`config.mk`:
```
export PLATFORM = sky130hd
export DESIGN_NAME = pe_ws_dbuf
export DESIGN_NICKNAME = d
export VERILOG_FILES = /design/src/rtl/pe_pkg.sv /design/src/rtl/pe_sat_add.sv /design/src/rtl/pe_ws_dbuf.sv
export SDC_FILE = /design/constraint.sdc
export NUM_CORES = 1
export LEC_CHECK = 0
export CAP_MARGIN = 20
export CORE_MARGIN = 10
export CORE_UTILIZATION = 25
export CTS_CLUSTER_SIZE = 30
export DETAILED_ROUTE_END_ITERATION = 8
export GPL_ROUTABILITY_DRIVEN = 0
export PLACE_DENSITY = 0.39
export RECOVER_POWER = 100
export SLEW_MARGIN = 25
export SYNTH_ARGS = -nofsm -noshare
export SYNTH_HDL_FRONTEND = slang
export SYNTH_HIERARCHICAL = 1
export SYNTH_SLANG_ARGS = --single-unit
```
`constraint.sdc`:
```
create_clock -name PE_clk -period 7.2 [get_ports PE_clk]
set_clock_uncertainty 0.1 [all_clocks]
set_input_delay 1.8 -clock PE_clk [delete_from_list [all_inputs] [get_ports PE_clk]]
set_output_delay 1.8 -clock PE_clk [all_outputs]
set_load 0.02 [all_outputs]
```
`src/rtl/pe_pkg.sv`:
```
// Shared constants for the weight-stationary PE (default widths and mode encodings).
// Optional saturation is selected elsewhere by defining PE_SAT_EN.
package pe_pkg;

   localparam int PE_A_WIDTH = 9;
   localparam int PE_W_WIDTH = 9;
   localparam int PE_P_WIDTH = 32;

   localparam logic PE_MODE_COMP = 1'b0;
   localparam logic PE_MODE_LOAD = 1'b1;

endpackage

```
`src/rtl/pe_sat_add.sv`:
```
// Signed P_WIDTH adder for the MAC stage-2 sum.
// Define PE_SAT_EN to clamp to the signed range instead of wrapping.
module pe_sat_add
   import pe_pkg::*;
#(
   parameter int P_WIDTH = PE_P_WIDTH
) (
   input  logic signed [P_WIDTH-1:0] a,
   input  logic signed [P_WIDTH-1:0] b,
   output logic signed [P_WIDTH-1:0] sum
);

`ifdef PE_SAT_EN
   localparam logic signed [P_WIDTH-1:0] SUM_MAX = {1'b0, {(P_WIDTH-1){1'b1}}};
   localparam logic signed [P_WIDTH-1:0] SUM_MIN = {1'b1, {(P_WIDTH-1){1'b0}}};

   logic signed [P_WIDTH:0] wide;

   // Overflow shows up as the two top bits of the widened sum disagreeing.
   always_comb begin
      wide = {a[P_WIDTH-1], a} + {b[P_WIDTH-1], b};
      if (wide[P_WIDTH] != wide[P_WIDTH-1])
         sum = wide[P_WIDTH] ? SUM_MIN : SUM_MAX;
      else
         sum = wide[P_WIDTH-1:0];
   end
`else
   assign sum = a + b;
`endif

endmodule

```
`src/rtl/pe_ws_dbuf.sv`:
```
// Weight-stationary PE with double-buffered weight and a two-stage MAC pipeline.
// Define PE_SAT_EN to make the partial-sum add saturate instead of wrap.
module pe_ws_dbuf
   import pe_pkg::*;
#(
   parameter int A_WIDTH = PE_A_WIDTH,
   parameter int W_WIDTH = PE_W_WIDTH,
   parameter int P_WIDTH = PE_P_WIDTH
) (
   input  logic                      PE_clk,
   input  logic                      PE_rst,
   input  logic                      PE_mode,
   input  logic                      PE_swap,
   input  logic                      PE_en_up,
   input  logic        [P_WIDTH-1:0] PE_data_up,
   input  logic                      PE_en_left,
   input  logic        [A_WIDTH-1:0] PE_data_left,
   output logic                      PE_en_down,
   output logic        [P_WIDTH-1:0] PE_data_down,
   output logic                      PE_en_right,
   output logic        [A_WIDTH-1:0] PE_data_right,
   output logic                      PE_w_pend,
   output logic                      PE_err
);

   localparam int M_WIDTH = A_WIDTH + W_WIDTH;

   logic        [W_WIDTH-1:0] w_active;
   logic        [W_WIDTH-1:0] w_shadow;
   logic                      s1_valid;
   logic signed [M_WIDTH-1:0] s1_prod;
   logic signed [P_WIDTH-1:0] s1_psum;

   logic                      load_fwd;
   logic                      capture;
   logic                      do_swap;
   logic signed [M_WIDTH-1:0] act_ext;
   logic signed [M_WIDTH-1:0] wgt_ext;
   logic signed [M_WIDTH-1:0] prod_next;
   logic signed [P_WIDTH-1:0] prod_sext;
   logic signed [P_WIDTH-1:0] mac_sum;

   // Operands are sign-extended to the full product width so the multiply is exact.
   always_comb begin
      load_fwd  = (PE_mode == PE_MODE_LOAD) && PE_en_up;
      capture   = (PE_mode == PE_MODE_COMP) && (PE_en_left || PE_en_up);
      do_swap   = PE_swap && PE_w_pend;
      act_ext   = $signed({{W_WIDTH{PE_data_left[A_WIDTH-1]}}, PE_data_left});
      wgt_ext   = $signed({{A_WIDTH{w_active[W_WIDTH-1]}}, w_active});
      prod_next = PE_en_left ? act_ext * wgt_ext : '0;
      prod_sext = $signed({{(P_WIDTH-M_WIDTH){s1_prod[M_WIDTH-1]}}, s1_prod});
   end

   pe_sat_add #(
      .P_WIDTH (P_WIDTH)
   ) u_add (
      .a   (prod_sext),
      .b   (s1_psum),
      .sum (mac_sum)
   );

   // Stage 1 samples the active weight before any same-cycle swap lands, and a
   // load forward always owns the down port, flagging any stage-2 result it displaces.
   always_ff @(posedge PE_clk) begin
      if (PE_rst) begin
         w_active      <= '0;
         w_shadow      <= '0;
         s1_valid      <= 1'b0;
         s1_prod       <= '0;
         s1_psum       <= '0;
         PE_en_down    <= 1'b0;
         PE_data_down  <= '0;
         PE_en_right   <= 1'b0;
         PE_data_right <= '0;
         PE_w_pend     <= 1'b0;
         PE_err        <= 1'b0;
      end else begin
         s1_valid <= capture;
         if (capture) begin
            s1_prod <= prod_next;
            s1_psum <= PE_en_up ? $signed(PE_data_up) : '0;
         end

         if (do_swap)
            w_active <= w_shadow;

         if (load_fwd) begin
            w_shadow  <= PE_data_up[W_WIDTH-1:0];
            PE_w_pend <= 1'b1;
         end else if (do_swap) begin
            PE_w_pend <= 1'b0;
         end

         if (load_fwd) begin
            PE_en_down   <= 1'b1;
            PE_data_down <= PE_data_up;
            if (s1_valid)
               PE_err <= 1'b1;
         end else if (s1_valid) begin
            PE_en_down   <= 1'b1;
            PE_data_down <= mac_sum;
         end else begin
            PE_en_down   <= 1'b0;
         end

         PE_en_right <= PE_en_left;
         if (PE_en_left)
            PE_data_right <= PE_data_left;
      end
   end

endmodule

```
==> flow_metrics.py, run 1 <==
metrics = {
    "clock_network": {
        "clock_path_buffers": 2,
        "cts_tree": "built",
        "path_clk_slew_ns": 0.06,
        "cts_made_buffers": 17,
        "cts_resized": 0,
        "cts_hold_buf": 0,
        "htreeDepth": 4,
        "root_buffer": "clkbuf_16",
        "insertion_delay_ns": 0.42,
        "post-cts-setup-buffers": 0,
        "cts.sinks": 114,
    },
    "yosys": {
        "avgSynthCellArea_um2": 8.752,
        "muxShareOfSynthArea": 0.05284,
        "synth.most_common_cell": "dfxtp_1",
        "synthesis.area_um2": 9164,
        "synth_top_area_share": 0.2490,
        "synth_top_family_by_area": "adder cells",
        "ys.flop_type": "dfxtp_1",
        "synth_area_leaders": "dfxtp_1 (25%), fa_1 (16%), ha_1 (9.4%), nor2_1 (4.4%), nand2_1 (4.3%)",
        "synth_common_cells": "dfxtp_1 (114), nor2_1 (107), nand2_1 (104)",
        "synth_compound_area_frac": 0.1800,
        "synthAdderAreaFrac": 0.2493,
        "synth_edf_count": 0,
        "synthCells": 1047,
        "synth-xor-area-share": 0.03632,
        "synthArstFlopShare": 0,
        "yosys_register_bits": 114,
        "synth_top_area_cell": "dfxtp_1",
        "ys_types": 76,
        "ys_seq_area_frac": 0.2490,
        "yosysWarnings": 6,
        "syn-num-nets": 1234,
        "synth-simple-area-share": 0.1662,
    },
    "critical_path": {
        "worstPathMaxFanout": 10,
        "r2r_start": "w_active[0]",
        "crit_path_end": "s1_prod[15]",
        "r2r-end": "s1_prod[15]",
        "cp_data_arrival_time_ns": 6.74,
        "rr_worst_depth": 14,
        "end_kind": "flop",
        "start_kind": "input port",
        "critPathLaunch": "PE_data_left[5]",
        "cp_data_required_time_ns": 7.41,
        "r2r_slack_ns": 2.19,
        "crit_type": "input port to flop",
    },
    "global_routing": {
        "grt.total_usage": 0.1275,
        "grt-ovfl-total": 0,
        "grt_pass1_wl_mm": 45.17,
        "grt_max_degree": 84,
        "antenna_found_initial": 1,
        "grt_pass1_vias": 7791,
    },
    "finish": {
        "finish.utilization": 0.3041,
        "syn_to_final_growth_pct": 20.62,
        "final_nets": 1294,
        "drive_gt1_frac": 0.06161,
        "fin_area_um2": 11050,
        "final_cells": 1588,
        "antennaDiodeCount": 0,
    },
    "detailed_routing": {
        "routed.top_layer": "met4",
        "drt_pre_antenna_iters": 4,
        "met2_wirelength_mm": 13.49,
        "initialDrtViolationCount": 401,
        "wire_per_inst_um": 17.30,
        "wirelength_mm": 27.47,
        "wl_met3_um": 841,
        "wirelength_met1_mm": 12.80,
        "drcViolationCount": 0,
        "vias": 7417,
        "via_per_inst": 4.671,
        "ant_nets": 0,
    },
    "floorplan": {
        "rows": 70,
        "die-area_um2": 44710,
        "dieWidth_um": 211.5,
        "initial_utilization": 0.2521,
        "ios": 92,
        "core_um2": 36350,
        "fp.dieH_um": 211.5,
    },
    "sta": {
        "worst_pin_slew_ns": 4.074,
        "fmax_mhz": 153.2,
        "finalSetupViolCount": 0,
        "final-hold-violation-count": 0,
        "fin_crit_sh": 0.9066,
        "relSlewSlack": -1.716,
        "tns_ns": 0,
        "finalCriticalPeriod_ns": 6.528,
        "rsz0062_at_grt": "no",
        "finalMaxSlewViolations": 187,
        "hold_slack_ns": 0.3548,
        "fin_ws_ns": 0.6722,
    },
    "place": {
        "pre_cts_slack_ns": 0.3202,
        "dp_hpwl_mm": 20.94,
        "placed_area_um2": 10470,
        "port_buffers": 91,
        "dpl.cell_count": 1555,
    },
    "pwr": {
        "peakVddDrop_v": 0.0001765,
        "power.leakage_nw": 4.941,
        "total_power_mw": 1.786,
        "power.density_nw_per_um2": 161.6,
    },
    "outcome": {
        "violations": "max-capacitance violations, max-slew violations",
        "outcome": "complete, but fails checks",
    },
    "job": {
        "maxCapViolCount": 3,
    },
    "hold_path": {
        "hp-class": "flop to flop",
    },
}
critical path, cell delays in order:
cell           delay, ns
dlygate4sd3_1       0.78
nand2_1             0.14
fa_1                0.52
fa_1                0.54
inv_1               0.05
fa_1                0.52
fa_1                0.45
fa_1                0.48
ha_1                0.35
o21ai_0             0.18
a21oi_1             0.09
o22a_2              0.26
a221oi_1            0.31
xor2_1              0.18
o21ai_1             0.07
worst min path at each step:
| stage | start | to | slack [ns] | cells past startpoint |
|---|---|---|---|---|
| 2_1_floorplan | s1_prod[10] | s1_prod[10] | 0.33 | 2 |
| 3_3_place_gp | w_shadow[4] | w_shadow[4] | 0.35 | 2 |
| 3_5_place_dp | w_shadow[1] | w_shadow[1] | 0.35 | 2 |
| 4_1_cts | w_shadow[1] | w_shadow[1] | 0.36 | 2 |
| 5_1_grt | w_shadow[0] | w_shadow[0] | 0.38 | 2 |
| 6_report | w_shadow[5] | w_shadow[5] | 0.35 | 2 |
report_power, final:
part	internal (mW)	total [mW]	leakage (nW)	switching, mW
Combinational	0.100	0.232	3.73	0.132
Clock	0.536	0.873	0.276	0.337
Sequential	0.658	0.682	0.932	0.0233
kinds of logic (layout without fill, tap and decap cells):
group,after synthesis,after routing
mux,47,47
compound gates,235,235
xor+xnor,38,38
flops,114,114
buf+inv,147,220
simple gates,326,326
fa+ha+maj,140,140
sequential cells by signal, indices dropped and copies added, names as in the netlist:
signal	flops
PE_data_right	9
PE_data_down	32
PE_en_right	1
PE_en_down	1
s1_prod	18
w_shadow	9
PE_w_pend	1
PE_err	1
s1_valid	1
s1_psum	32
w_active	9
cells in the final DEF, fill, tap and decap left out, types with 6 or more instances in the layout:
master,netlist,layout
fa_1,71,71
nand2b_1,11,11
nand2_1,104,103
a21o_1,16,16
clkinvlp_4,0,6
dlygate4sd3_1,0,48
dfxtp_1,114,113
a211oi_1,30,31
clkdlybuf4s50_1,0,42
and2_1,35,35
nor3_1,6,6
xor2_1,16,16
nor2b_1,13,12
o21ai_0,18,21
buf_4,2,8
ha_1,69,69
nor2_1,107,107
a22oi_1,38,38
inv_1,85,85
a21oi_1,65,65
nand4_1,6,6
mux2_2,11,11
clkbuf_16,0,17
mux2i_1,36,36
xnor2_1,22,22
nand3_1,20,20
o21a_1,8,8
routing by layer:
metal | track usage | vias to the layer above
met5 | 0 | -
met4 | 0.03149 | 0
met3 | 0.02470 | 18
met2 | 0.2161 | 98
met1 | 0.1624 | 3562
li1 | - | 3739
final cells by class:
type                            count  area (µm²)
Fill cell                        3854       25290
Multi-Input combinational cell    786        6272
Sequential cell                   114        2286
Timing Repair Buffer              103       991.0
Tap cell                          468       585.6
Clock buffer                       20       466.7
Inverter                           85       319.1
Clock inverter                     12       132.6
Power figures use the tool's default switching activity.
==> run 2: changes to the inputs <==
Settings changed: CORE_ASPECT_RATIO set to 1.1, TNS_END_PERCENT set to 100.
==> flow_metrics.py, run 2 (synthesized netlist as in run 1, its figures left out) <==
metrics = {
    "job": {
        "maxCapViolCount": 3,
    },
    "clock_network": {
        "cts.sinks": 114,
        "clock_path_buffers": 2,
        "cts_tree": "built",
        "htreeDepth": 4,
        "post-cts-setup-buffers": 0,
        "cts_made_buffers": 17,
        "path_clk_slew_ns": 0.06,
        "cts_resized": 0,
        "cts_hold_buf": 0,
        "root_buffer": "clkbuf_16",
        "insertion_delay_ns": 0.42,
    },
    "hold_path": {
        "hold_start": "w_shadow[6]",
        "hold_path_end": "w_shadow[6]",
        "hp-class": "flop to flop",
        "hold_path_depth": 2,
    },
    "outcome": {
        "outcome": "complete, but fails checks",
        "violations": "max-capacitance violations, max-slew violations",
    },
    "pwr": {
        "power.density_nw_per_um2": 159.8,
        "power.leakage_nw": 4.958,
        "peakVddDrop_v": 0.0001523,
    },
    "floorplan": {
        "rows": 73,
        "initial_utilization": 0.2534,
        "core_um2": 36170,
        "fp.dieH_um": 220.8,
        "die-area_um2": 44720,
        "dieWidth_um": 202.5,
        "ios": 92,
    },
    "detailed_routing": {
        "ant_nets": 0,
        "via_per_inst": 4.620,
        "vias": 7438,
        "wire_per_inst_um": 17.09,
        "wirelength_mm": 27.52,
        "drcViolationCount": 0,
        "drt_pre_antenna_iters": 6,
        "initialDrtViolationCount": 311,
    },
    "sta": {
        "fin_ws_ns": 0.7845,
        "relSlewSlack": -1.608,
        "tns_ns": 0,
        "fin_crit_sh": 0.8910,
        "fmax_mhz": 155.9,
        "final-hold-violation-count": 0,
        "finalSetupViolCount": 0,
        "rsz0062_at_grt": "no",
        "worst_pin_slew_ns": 3.913,
        "finalMaxSlewViolations": 173,
        "finalCriticalPeriod_ns": 6.415,
    },
    "critical_path": {
        "crit_type": "input port to flop",
        "crit_family": "adder cells",
        "start_kind": "input port",
        "slowest_delay_ns": 0.79,
        "path_buf_inv": 2,
        "r2r-end": "s1_prod[17]",
        "cpMaxStageDelayCell": "dlygate4sd3_1",
        "cpMostUsedCell": "fa_1",
        "r2r_slack_ns": 2.15,
        "rr_worst_depth": 14,
        "worstPathMaxFanout": 10,
        "path_cells": "dlygate4sd3_1 > nand2_1 > fa_1 > fa_1 > inv_1 > fa_1 > fa_1 > fa_1 > ha_1 > o21ai_1 > a21oi_1 > o21a_1 > or3_1 > a32oi_1 > nor2_1",
        "end_kind": "flop",
        "cp_data_arrival_time_ns": 6.57,
        "cp_data_required_time_ns": 7.35,
        "r2r_start": "w_active[0]",
    },
    "finish": {
        "final_cells": 1610,
        "finish.utilization": 0.3061,
        "syn_to_final_growth_pct": 20.82,
        "antennaDiodeCount": 0,
        "final_nets": 1297,
        "drive_gt1_frac": 0.06144,
        "layout_commonest_cell": "dfxtp_1",
        "reg_top3": "PE_data_down: 32 flops, s1_psum: 32 flops, s1_prod: 18 flops",
        "most-common-layout-cells": "dfxtp_1 (113), nor2_1 (107), nand2_1 (103), inv_1 (85), fa_1 (71)",
    },
    "global_routing": {
        "grt_pass1_wl_mm": 45.21,
        "grt-ovfl-total": 0,
        "grt.total_usage": 0.1256,
        "grt_pass1_vias": 7902,
        "antenna_found_initial": 2,
        "grt_max_degree": 83,
    },
    "place": {
        "pre_cts_slack_ns": 0.4073,
        "port_buffers": 91,
        "dpl.cell_count": 1578,
        "dp_hpwl_mm": 21.35,
    },
}
[run 2: cell types whose count changed in the layout (fill, tap and decap cells not counted), sizes merged]
cell           before  now
inv                85   86
clkbuf             24   25
clkinvlp            6    5
clkdlybuf4s50      42   41
dlygate4sd3        48   49
buf                 9   11
[run 2: worst max path at each step]
stage	cells past startpoint	start	end
final	15	PE_data_left[3]	s1_prod[11]
after global routing	19	PE_data_left[3]	s1_prod[17]
after CTS	17	PE_data_left[5]	s1_prod[15]
after detailed placement	16	PE_data_left[5]	s1_prod[15]
after global placement	16	PE_data_left[5]	s1_prod[15]
after floorplan	16	PE_data_left[7]	s1_prod[15]
[run 2: cell type report]
type / instances / area (µm²)
timing repair buffer: 106 / 1002
multi-input combinational: 786 / 6277
inverter: 85 / 319.1
clock inverter: 12 / 133.9
sequential: 114 / 2283
tap: 487 / 609.3
fill: 3889 / 25100
clock buffer: 20 / 446.7
[run 2: metal layers]
layer / vias to the layer above / part of all wire / track usage
li1: 3729 / - / -
met1: 3587 / 0.45 / 0.1513
met2: 111 / 0.51 / 0.2260
met3: 11 / 0.031 / 0.02539
met4: 0 / 0.0068 / 0.02231
met5: - / 0 / 0
[run 2: worst reg2reg max path, cell delays in order (launching register included)]
cell and delay, ns:
dfxtp_1 0.59, nand2_1 0.24, fa_1 0.75, inv_1 0.09, fa_1 0.46, fa_1 0.56
fa_1 0.43, ha_1 0.29, ha_1 0.36, a21o_1 0.23, a211oi_1 0.24, nor2_1 0.06
a211oi_1 0.29, xnor2_1 0.17, o21ai_1 0.07
[run 2: metrics by stage]
step | area, µm² | hold WS [ns] | power, mW
2_1_floorplan | 9164 | 0.3315 | 0.8288
3_3_place_gp | 10520 | 0.3466 | 0.9389
3_5_place_dp | 10520 | 0.3484 | 0.9387
4_1_cts | 11100 | 0.3567 | 1.810
5_1_grt | 11070 | 0.3679 | 1.854
6_report | 11070 | 0.3562 | 1.770
[run 2: report_power, final]
group	total (mW)	leakage, nW	internal, mW	switching (mW)
logic	0.235	3.76	0.100	0.135
clock network	0.857	0.269	0.519	0.337
registers	0.678	0.932	0.658	0.0192
total	1.77	4.96	1.28	0.492
